[src/rtl/gain_stage_tdm.sv]
// gain_stage_tdm: per-channel gain for a time-multiplexed sample stream.
// Three-stage pipeline (capture, multiply, round/shift/saturate), fixed
// 3-cycle latency, one sample per cycle, no backpressure.
// Optional macro GAIN_STAGE_ROUND_EN: round half up before the final shift;
// when undefined the shift truncates toward minus infinity.
module gain_stage_tdm #(
    parameter int IN_W      = 12,
    parameter int OUT_W     = 16,
    parameter int GAIN_W    = 11,
    parameter int GAIN_FRAC = 6,
    parameter int CHANNELS  = 2
) (
    input  logic              clk,
    input  logic              rst,
    input  logic              valid,
    input  logic              ch_first,
    input  logic [IN_W-1:0]   sample_in,
    input  logic              gain_we,
    input  logic [3:0]        gain_ch,
    input  logic [GAIN_W-1:0] gain_value,
    output logic              out_valid,
    output logic [OUT_W-1:0]  sample_out,
    output logic [3:0]        out_ch,
    output logic              clip
);

    localparam int S  = GAIN_FRAC - (OUT_W - IN_W);
    localparam int PW = IN_W + GAIN_W + 1;
    localparam int RW = PW + 1;
    localparam logic [GAIN_W-1:0] UNITY = GAIN_W'(2 ** GAIN_FRAC);
`ifdef GAIN_STAGE_ROUND_EN
    localparam logic [RW-1:0] HALF = RW'(2 ** (S - 1));
`endif

    // Channel counter and per-channel gains
    logic [3:0]        ch_cnt_q, ch_cnt_d;
    logic [3:0]        cur_ch;
    logic [GAIN_W-1:0] gain_q [CHANNELS];
    logic [GAIN_W-1:0] gain_sel;

    // Stage 1
    logic              s1_valid_q;
    logic [IN_W-1:0]   s1_sample_q;
    logic [3:0]        s1_ch_q;
    logic [GAIN_W-1:0] s1_gain_q;

    // Stage 2
    logic              s2_valid_q;
    logic [3:0]        s2_ch_q;
    logic signed [PW-1:0] p_d, p_q;

    // Stage 3 / outputs
    logic signed [RW-1:0] rnd, sh;
    logic [OUT_W-1:0]  sat;
    logic              ovf;
    logic              out_valid_q;
    logic [OUT_W-1:0]  sample_out_q;
    logic [3:0]        out_ch_q;
    logic              clip_q;

    // Channel of the incoming sample, next count, and its gain lookup
    always_comb begin
        cur_ch = ch_first ? 4'd0 : ch_cnt_q;
        if (!valid) begin
            ch_cnt_d = ch_cnt_q;
        end else if (cur_ch == 4'(CHANNELS - 1)) begin
            ch_cnt_d = '0;
        end else begin
            ch_cnt_d = cur_ch + 4'd1;
        end
        gain_sel = gain_q[0];
        for (int unsigned c = 0; c < CHANNELS; c++) begin
            if (cur_ch == 4'(c)) begin
                gain_sel = gain_q[c];
            end
        end
    end

    // Channel counter register
    always_ff @(posedge clk or negedge rst) begin
        if (!rst) begin
            ch_cnt_q <= '0;
        end else begin
            ch_cnt_q <= ch_cnt_d;
        end
    end

    // Gain register file; writes to channels beyond CHANNELS-1 match no entry
    always_ff @(posedge clk or negedge rst) begin
        if (!rst) begin
            for (int unsigned c = 0; c < CHANNELS; c++) begin
                gain_q[c] <= UNITY;
            end
        end else begin
            for (int unsigned c = 0; c < CHANNELS; c++) begin
                if (gain_we && gain_ch == 4'(c)) begin
                    gain_q[c] <= gain_value;
                end
            end
        end
    end

    // Signed product; operands pre-extended so the multiply is exact at PW bits
    always_comb begin
        p_d = $signed({{(PW - IN_W){s1_sample_q[IN_W-1]}}, s1_sample_q})
            * $signed({{(PW - GAIN_W){1'b0}}, s1_gain_q});
    end

    // Stage 1 and stage 2 registers
    always_ff @(posedge clk or negedge rst) begin
        if (!rst) begin
            s1_valid_q  <= 1'b0;
            s1_sample_q <= '0;
            s1_ch_q     <= '0;
            s1_gain_q   <= '0;
            s2_valid_q  <= 1'b0;
            s2_ch_q     <= '0;
            p_q         <= '0;
        end else begin
            s1_valid_q  <= valid;
            s1_sample_q <= sample_in;
            s1_ch_q     <= cur_ch;
            s1_gain_q   <= gain_sel;
            s2_valid_q  <= s1_valid_q;
            s2_ch_q     <= s1_ch_q;
            p_q         <= p_d;
        end
    end

    // Round (optional), arithmetic shift and saturate to OUT_W
    always_comb begin
`ifdef GAIN_STAGE_ROUND_EN
        rnd = $signed({p_q[PW-1], p_q}) + $signed(HALF);
`else
        rnd = $signed({p_q[PW-1], p_q});
`endif
        sh  = rnd >>> S;
        ovf = !((&sh[RW-1:OUT_W-1]) || !(|sh[RW-1:OUT_W-1]));
        if (!ovf) begin
            sat = sh[OUT_W-1:0];
        end else if (sh[RW-1]) begin
            sat = {1'b1, {(OUT_W - 1){1'b0}}};
        end else begin
            sat = {1'b0, {(OUT_W - 1){1'b1}}};
        end
    end

    // Output registers; data fields hold while no result is valid
    always_ff @(posedge clk or negedge rst) begin
        if (!rst) begin
            out_valid_q  <= 1'b0;
            sample_out_q <= '0;
            out_ch_q     <= '0;
            clip_q       <= 1'b0;
        end else begin
            out_valid_q <= s2_valid_q;
            if (s2_valid_q) begin
                sample_out_q <= sat;
                out_ch_q     <= s2_ch_q;
                clip_q       <= ovf;
            end
        end
    end

    assign out_valid  = out_valid_q;
    assign sample_out = sample_out_q;
    assign out_ch     = out_ch_q;
    assign clip       = clip_q;

endmodule

[config.mk]
export PLATFORM = sky130hd
export DESIGN_NAME = gain_stage_tdm
export DESIGN_NICKNAME = d
export VERILOG_FILES = /design/src/rtl/gain_stage_tdm.sv
export SDC_FILE = /design/constraint.sdc
export NUM_CORES = 1
export LEC_CHECK = 0
export ABC_CLOCK_PERIOD_IN_PS = 4650
export BUFFER_PORTS_ARGS = -buffer_cell sky130_fd_sc_hd__clkbuf_2
export CAP_MARGIN = 5
export CORE_ASPECT_RATIO = 0.8
export CORE_MARGIN = 2
export CORE_UTILIZATION = 45
export CTS_CLUSTER_DIAMETER = 50
export DETAILED_ROUTE_END_ITERATION = 8
export PLACE_DENSITY = 0.66
export SKIP_LAST_GASP = 1
export SLEW_MARGIN = 20
export SYNTH_ARGS = -nofsm -noshare
export SYNTH_HDL_FRONTEND = slang
export SYNTH_SLANG_ARGS = --single-unit
export TNS_END_PERCENT = 100
[constraint.sdc]
create_clock -name clk -period 4.65 [get_ports clk]
set_clock_uncertainty 0.1 [all_clocks]
set_input_delay 0.2325 -clock clk [delete_from_list [all_inputs] [get_ports clk]]
set_output_delay 0.2325 -clock clk [all_outputs]
set_load 0.05 [all_outputs]
==> results.json, run 1 <==
{
  "outcome": "finished with violations",
  "violations": "setup timing",
  "max-slew-margin-rel": 0.444,
  "setup_slack_ns": -0.148,
  "final_cell_mix": "inv_1 (192), fa_1 (114), buf_4 (99)",
  "synth_edf_count": 0,
  "period_minus_slack_ns": 4.80,
  "grt_pass1_vias": 6323,
  "clk_pin_slew_ns": 0.08,
  "portBuffers": 53,
  "cts_made_buffers": 9,
  "ys_warn_count": 0,
  "place.gp.congestion": 0.910,
  "grt_pass1_wl_microns": 30800,
  "synth_cell_types": 54,
  "cap_violations": 0,
  "synth_nets": 1066,
  "critPathMaxFanout": 7,
  "hold_viol": 0,
  "cts.path.max_buffers": 2,
  "timing.final.max_slew_violations": 0,
  "netlist_instances": 856,
  "final_common_cell": "inv_1",
  "coreArea_sq_um": 19100,
  "die_area_sq_um": 20700,
  "cp.arrival_ns": 4.92,
  "stdcell_count": 1269,
  "grt_overflow": 0,
  "cts_sinks": 103,
  "drt-initial-drc-count": 247,
  "rows": 45,
  "dieHeight_microns": 129,
  "cts_tree": "done",
  "place_ws_ns": -0.324,
  "start_util": 0.461,
  "netlist_area_sq_um": 8790,
  "vias_per_cell": 4.61,
  "clk_latency_ns": 0.35,
  "pin_count": 54,
  "dpl.hpwl_microns": 14100,
  "ys_seq_elements": 103,
  "worstPathRequired_ns": 4.77,
  "setup_viol": 10,
  "yosysSeqAreaShare": 0.293,
  "min_path_type": "input port to flop",
  "synthToLayoutAreaGrowth_pct": 23.2,
  "routedWlPerCell_microns": 14.0,
  "nets": 1216,
  "drc": 0,
  "drive_gt1_frac": 0.306,
  "first_pass_iters": 4,
  "grt_max_degree": 59,
  "n_fill_cell": 1594,
  "n_antenna_cell": 0,
  "cts-root-buf": "clkbuf_16",
  "drtAntennaViolNets": 0,
  "track_usage": 0.185,
  "min_period_over_period": 1.03,
  "multi_input_area_sq_um": 5680,
  "regArea_sq_um": 2600,
  "die_x_microns": 160,
  "htree_levels": 3,
  "critPathLaunchType": "flop",
  "vias": 5844,
  "worst_pin_slew_ns": 0.833,
  "crit_type": "flop to flop",
  "dp_cells": 1215,
  "end_kind": "flop",
  "detail_route.wirelength_microns": 17700,
  "timing.fmax_mhz": 208,
  "rsz0062_at_grt": "true",
  "postSynthAreaPerCell_sq_um": 10.3,
  "synth_ff_type": "dfrtp_1",
  "synthArstFlopShare": 1.00,
  "antenna_found_initial": 0
}
-- what timing repair did --
action	in CTS	in global routing
resized for setup	38	37
setup buffers	21	4
pin swaps	22	46
setup endpoints to repair	12	13
hold endpoints to repair	69	0
hold buffers	13	0
-- Yosys cell counts (all sizes together) (5+ instances only) --
cell type | number | area share
mux2 | 38 | 0.049
o21a | 5 | 0.0043
and2 | 45 | 0.032
nand2 | 109 | 0.049
clkbuf | 25 | 0.011
o21ai | 13 | 0.0083
fa | 125 | 0.28
nand2b | 5 | 0.0036
ha | 53 | 0.075
a21oi | 31 | 0.022
nand3 | 6 | 0.0034
inv | 198 | 0.085
dfrtp | 101 | 0.29
xnor2 | 19 | 0.019
buf | 5 | 0.0051
nor2 | 34 | 0.015
-- area by class of cell --
cell class | instances | area share
Multi-Input combinational cell | 525 | 0.524
Sequential cell | 103 | 0.240
Timing Repair Buffer | 169 | 0.111
Inverter | 198 | 0.0686
Tap cell | 258 | 0.0298
Clock buffer | 9 | 0.0208
Clock inverter | 7 | 0.00612
-- cells by family (layout without fill, tap and decap cells) --
group / after synthesis / in the layout / synth area share
compound gates: 73 / 73 / 0.0601
xor+xnor: 20 / 20 / 0.0199
fa+ha+maj: 178 / 178 / 0.360
buf+inv: 228 / 383 / 0.100
flops: 103 / 103 / 0.293
mux: 39 / 39 / 0.0498
simple gates: 215 / 215 / 0.116
-- layer usage --
layer  track usage  up-vias  part of all wire
li1              -     2873                 -
met1         0.273     2847              0.50
met2         0.292      109              0.44
met3        0.0317       15             0.043
met4        0.0382        0            0.0093
met5             0        -                 0
-- state kept, by name, summed over array words and instances (netlist names) --
register and flops:
s1_valid_q 1, sample_out 16, s2_valid_q 1, s1_sample_q 12
s1_ch_q 4, out_valid 1, s2_ch_q 4, s1_gain_q 11
ch_cnt_q 4, out_ch 4, gain_q 22, clip 1
p_q 22
-- worst paths after layout --
path	to	slack (ns)	startpoint	depth (start not counted)
worst max-delay path	p_q[23]	-0.15	s1_gain_q[5]	16
worst max register to register	p_q[23]	-0.15	s1_gain_q[5]	16
max in group asynchronous	s1_sample_q[9]	3.00	rst	3
worst min-delay path	s1_valid_q	0.02	valid	1
worst min register to register	s2_ch_q[2]	0.25	s1_ch_q[2]	0
min in group asynchronous	ch_cnt_q[2]	0.38	rst	2
-- per-stage QoR --
stage | area (sq um) | hold slack (ns) | util | TNS [ns]
after floorplan | 8920 | -0.163 | - | -0.142
after global placement | 9880 | 0.226 | 0.518 | -2.02
after detailed placement | 9880 | 0.232 | 0.518 | -2.74
after CTS | 10600 | 0.0103 | 0.557 | -0.941
after global routing | 10800 | 0.0110 | 0.567 | -2.67
final | 10800 | 0.0177 | 0.567 | -0.804
-- worst max-delay path, stage by stage, from the launching register on --
cell and delay (ns):
dfrtp_2 0.48, nand2_2 0.09, fa_1 0.60, inv_2 0.07, fa_1 0.47, fa_1 0.53
fa_1 0.54, inv_2 0.04, fa_1 0.48, inv_2 0.04, ha_4 0.26, and2_4 0.15
nand2_4 0.05, or3_4 0.33, o2bb2ai_4 0.17, a311oi_2 0.12, xnor2_1 0.15
Power of run 1 is left out: the tool's default activity adds up to more than one toggle a clock period on the data nets, which glitch-free logic cannot reach.
==> inputs of run 2 (changes only) <==
==> constraint.sdc (replaced) <==
create_clock -name clk -period 4.65 [get_ports clk]
set_clock_uncertainty 0.1 [all_clocks]
set_input_delay 1.1625 -clock clk [delete_from_list [all_inputs] [get_ports clk]]
set_output_delay 1.1625 -clock clk [all_outputs]
set_load 0.05 [all_outputs]
==> run 2 against run 1 <==
- the run still ends with setup timing left
- via count about the same
- maximum frequency increased by 0.75%
- non-clock buffer count decreased by 19
- critical path depth unchanged
- sequential share of layout area increased by 0.36 points
- first-iteration DRC count decreased by 12%
- highest routed layer unchanged
- clock-buffer cell count unchanged
- final cell count decreased by 1.5%
==> results.json, run 2 (synthesized netlist as in run 1, its figures left out) <==
{
  "outcome": "finished with violations",
  "violations": "setup timing",
  "ff2ff_setup_slack_ns": -0.11,
  "rows": 45,
  "grt_pass1_vias": 6278,
  "cts_hold_buffers": 0,
  "max-slew-margin-rel": 0.458,
  "dieHeight_microns": 129,
  "slowest_delay_ns": 0.52,
  "min_period_over_period": 1.02,
  "grt_max_degree": 104,
  "period_minus_slack_ns": 4.76,
  "cts.path.max_buffers": 2,
  "fin_tns_setup_ns": -0.547,
  "die_x_microns": 160,
  "synthToLayoutAreaGrowth_pct": 21.3,
  "dpl.hpwl_microns": 13800,
  "htree_levels": 3,
  "cts_sinks": 103,
  "place_area_sq_um": 9890,
  "setup_slack_ns": -0.113,
  "timing.fmax_mhz": 210,
  "final_cell_area_sq_um": 10700,
  "clk_latency_ns": 0.35,
  "final_common_cell": "inv_1",
  "critPathSlowestCell": "fa_1",
  "worstPathRequired_ns": 4.79,
  "drtAntennaViolNets": 0,
  "portBuffers": 53,
  "drt-initial-drc-count": 218,
  "critPathMaxFanout": 5,
  "worst-path-buf-inv": 4,
  "pin_count": 54,
  "cap_violations": 0,
  "place.gp.congestion": 0.891,
  "clk_pin_slew_ns": 0.07,
  "hold_viol": 0,
  "rsz0062_at_grt": "true",
  "cts_tree": "done",
  "crit_path_cell_trace": "and2_4, fa_1, inv_1, fa_1, inv_2, fa_1, fa_1, inv_1, fa_1, inv_2, ha_4, nand4_1, or3_4, o2bb2ai_4, a311oi_2, xnor2_1",
  "cp.depth": 16,
  "cts_made_buffers": 9,
  "routedWlPerCell_microns": 13.9,
  "r2r_end": "p_q[23]",
  "cp-endpoint": "p_q[23]",
  "worst_pin_slew_ns": 0.812,
  "die_area_sq_um": 20700,
  "grt_pass1_wl_microns": 30000,
  "n_fill_cell": 1637,
  "cpMostUsedCell": "fa_1",
  "nets": 1197,
  "start_util": 0.461,
  "vias": 5840,
  "timing.final.max_slew_violations": 0,
  "crit_type": "flop to flop",
  "cts-root-buf": "clkbuf_16",
  "drive_gt1_frac": 0.302,
  "first_pass_iters": 4,
  "reg2reg_from": "s1_gain_q[6]",
  "detail_route.wirelength_microns": 17400,
  "antenna_found_initial": 0,
  "coreArea_sq_um": 19100,
  "startpoint": "s1_gain_q[6]",
  "final_cell_mix": "inv_1 (191), fa_1 (120), nand2_1 (92), buf_4 (92), dfrtp_1 (89)",
  "grt_overflow": 0,
  "end_kind": "flop",
  "drc": 0,
  "setup_viol": 7,
  "track_usage": 0.181,
  "cp.arrival_ns": 4.90,
  "vias_per_cell": 4.67,
  "crit_family": "adder cells",
  "reg2reg_depth": 16,
  "n_antenna_cell": 0,
  "critPathLaunchType": "flop",
  "min_path_type": "flop to flop"
}
==> run 2: cell count changes in the layout (fill, tap and decap cells not counted), moves of 3 or more <==
cell,change
a21oi_1,+3
a21oi_2,-4
buf_4,-7
dlygate4sd3_1,-13
fa_1,+6
fa_2,-6
inv_6,+4
nor2_2,+3
==> run 2: how the worst min path moves through the flow <==
stage / slack, ns / endpoint / cells after the start / from
3_3_place_gp: 0.23 / s2_valid_q / 0 / s1_valid_q
6_report: 0.25 / s2_ch_q[1] / 0 / s1_ch_q[1]
2_1_floorplan: 0.23 / s2_ch_q[0] / 0 / s1_ch_q[0]
4_1_cts: 0.25 / s2_ch_q[1] / 0 / s1_ch_q[1]
5_1_grt: 0.25 / s2_ch_q[1] / 0 / s1_ch_q[1]
3_5_place_dp: 0.23 / s2_ch_q[2] / 0 / s1_ch_q[2]
==> run 2: area by class of cell <==
class | instances | area, sq um | area share
multi-input combinational | 525 | 5690 | 0.534
timing repair buffer | 150 | 1030 | 0.0963
clock inverter | 7 | 61.3 | 0.00575
clock buffer | 9 | 225 | 0.0211
inverter | 198 | 743 | 0.0697
tap | 258 | 323 | 0.0303
sequential | 103 | 2590 | 0.243
==> run 2: timing repair <==
| action | in CTS | in global routing |
|---|---|---|
| pin swaps | 34 | 11 |
| setup endpoints to repair | 13 | 12 |
| buffers inserted | 16 | 4 |
| resized for setup | 54 | 20 |
==> run 2: per-layer routing <==
layer  share of wire  vias to the layer above  global-route usage  routed length (microns)
met3           0.037                       17              0.0352                      648
met2            0.44                      104               0.291                     7640
met4          0.0088                        0              0.0387                      153
met5               0                        -                   0                        0
met1            0.51                     2878               0.261                     8920
li1                -                     2841                   -                        -
==> run 2: per-stage QoR <==
step / instances / util / setup WS [ns] / hold slack, ns
floorplan: 856 / - / -0.0790 / 0.231
global placement: 1215 / 0.518 / -0.244 / 0.233
detailed placement: 1215 / 0.518 / -0.337 / 0.235
CTS: 1247 / 0.552 / -0.112 / 0.249
global route: 1250 / 0.559 / -0.307 / 0.255
finish: 1250 / 0.559 / -0.113 / 0.249
Power of run 2 is left out for the same reason.
==> inputs of run 3 (changes only) <==
--- a/config.mk
+++ b/config.mk
@@ -13,6 +13,7 @@
 export CORE_UTILIZATION = 45
 export CTS_CLUSTER_DIAMETER = 50
 export DETAILED_ROUTE_END_ITERATION = 8
+export MAX_ROUTING_LAYER = met4
 export PLACE_DENSITY = 0.66
 export SKIP_LAST_GASP = 1
 export SLEW_MARGIN = 20
==> run 3 against run 2 <==
- the run still ends with setup timing left
- critical path depth is 1 lower
- flip-flop and latch count did not move
- clock-buffer cell count is the same
- die area stayed put
- worst setup slack worse by 0.0029 ns
==> results.json, run 3 (synthesized netlist as in run 1, its figures left out) <==
{
  "timing.fmax_mhz": 210,
  "grt_pass1_wl_microns": 30000,
  "routedWlPerCell_microns": 13.9,
  "period_minus_slack_ns": 4.77,
  "place_ws_ns": -0.337,
  "crit_path_cell_trace": "buf_4, buf_4, nand2_1, fa_1, fa_1, fa_1, fa_1, fa_1, inv_1, ha_4, nand4_1, or3_4, o2bb2ai_4, a311oi_2, xnor2_1",
  "dpl.hpwl_microns": 13800,
  "synthToLayoutAreaGrowth_pct": 21.3,
  "vias": 5847,
  "cap_violations": 0,
  "first_pass_iters": 4,
  "n_fill_cell": 1637,
  "hold_viol": 0,
  "worstPathRequired_ns": 4.79,
  "drive_gt1_frac": 0.302,
  "reg2reg_from": "s1_sample_q[5]",
  "critPathMaxFanout": 4,
  "cts_made_buffers": 9,
  "min_period_over_period": 1.02,
  "top_layer_used": "met4",
  "fin_util": 0.559,
  "critPathSlowestCell": "fa_1",
  "regArea_sq_um": 2590,
  "timing.final.max_slew_violations": 0,
  "r2r_end": "p_q[23]",
  "coreArea_sq_um": 19100,
  "reg2reg_depth": 15,
  "drc": 0,
  "end_kind": "flop",
  "grt_overflow": 0,
  "antenna_found_initial": 0,
  "track_usage": 0.187,
  "dieHeight_microns": 129,
  "die_area_sq_um": 20700,
  "start_util": 0.461,
  "cts-root-buf": "clkbuf_16",
  "startpoint": "s1_sample_q[5]",
  "min_path_type": "flop to flop",
  "worst_pin_slew_ns": 0.814,
  "crit_family": "adder cells",
  "clk_pin_slew_ns": 0.07,
  "detail_route.wirelength_microns": 17300,
  "cts_hold_buffers": 0,
  "drt-initial-drc-count": 227,
  "die_x_microns": 160,
  "slowest_delay_ns": 0.62,
  "max-slew-margin-rel": 0.457,
  "htree_levels": 3,
  "nets": 1197,
  "setup_slack_ns": -0.115,
  "cts_tree": "done",
  "portBuffers": 53,
  "worst-path-buf-inv": 3,
  "cts.path.max_buffers": 2,
  "cts_sinks": 103,
  "final_common_cell": "inv_1",
  "cp.arrival_ns": 4.90,
  "setup_viol": 7,
  "dr_wl_met2_microns": 7630,
  "grt_pass1_vias": 6281,
  "hold_start": "s1_ch_q[1]",
  "rows": 45,
  "place.gp.congestion": 0.906,
  "grt_max_degree": 104,
  "pin_count": 54,
  "n_antenna_cell": 0,
  "critPathLaunchType": "flop",
  "clk_latency_ns": 0.35,
  "final_cell_mix": "inv_1 (191), fa_1 (120), nand2_1 (92), buf_4 (92), dfrtp_1 (89)",
  "drt-met1-wl_microns": 8930,
  "cpMostUsedCell": "fa_1",
  "wl_met3_microns": 597,
  "hold_depth": 0,
  "ff2ff_setup_slack_ns": -0.12,
  "crit_type": "flop to flop",
  "violations": "setup timing",
  "rsz0062_at_grt": "true",
  "outcome": "finished with violations",
  "hold_end": "s2_ch_q[1]",
  "multi_input_area_sq_um": 5690,
  "drtAntennaViolNets": 0,
  "vias_per_cell": 4.68
}
-- run 3: cell counts in the layout (fill, tap and decap cells not counted) --
Identical to the previous run, type by type.
-- run 3: cell type report --
type                            instances  area share
Clock inverter                          7     0.00575
Timing Repair Buffer                  150      0.0963
Inverter                              198      0.0697
Clock buffer                            9      0.0211
Tap cell                              258      0.0303
Sequential cell                       103       0.243
Multi-Input combinational cell        525       0.534
-- run 3: per-stage QoR --
step	area [sq um]	instances	hold WS (ns)	setup TNS [ns]
after CTS	10500	1247	0.249	-0.502
after global placement	9890	1215	0.233	-2.13
after floorplan	8920	856	0.231	-0.142
after global routing	10700	1250	0.255	-2.27
final	10700	1250	0.249	-0.554
after detailed placement	9890	1215	0.235	-3.07
-- run 3: how the worst max path moves through the flow --
stage	end	slack, ns	cells after the start
floorplan	p_q[23]	-0.08	17
global placement	p_q[22]	-0.24	17
detailed placement	p_q[21]	-0.34	18
CTS	p_q[23]	-0.11	16
global route	p_q[23]	-0.31	17
finish	p_q[23]	-0.12	15
-- run 3: repair_timing --
action	in CTS	in global routing
setup buffers	16	4
pin swaps	34	11
gates resized for setup	54	20
setup endpoints to repair	13	12
-- run 3: layer usage --
metal	up-vias	global-route usage
met3	19	0.0352
li1	2841	-
met4	0	0.0371
met5	-	-
met1	2886	0.261
met2	101	0.291
Power of run 3 is left out for the same reason.
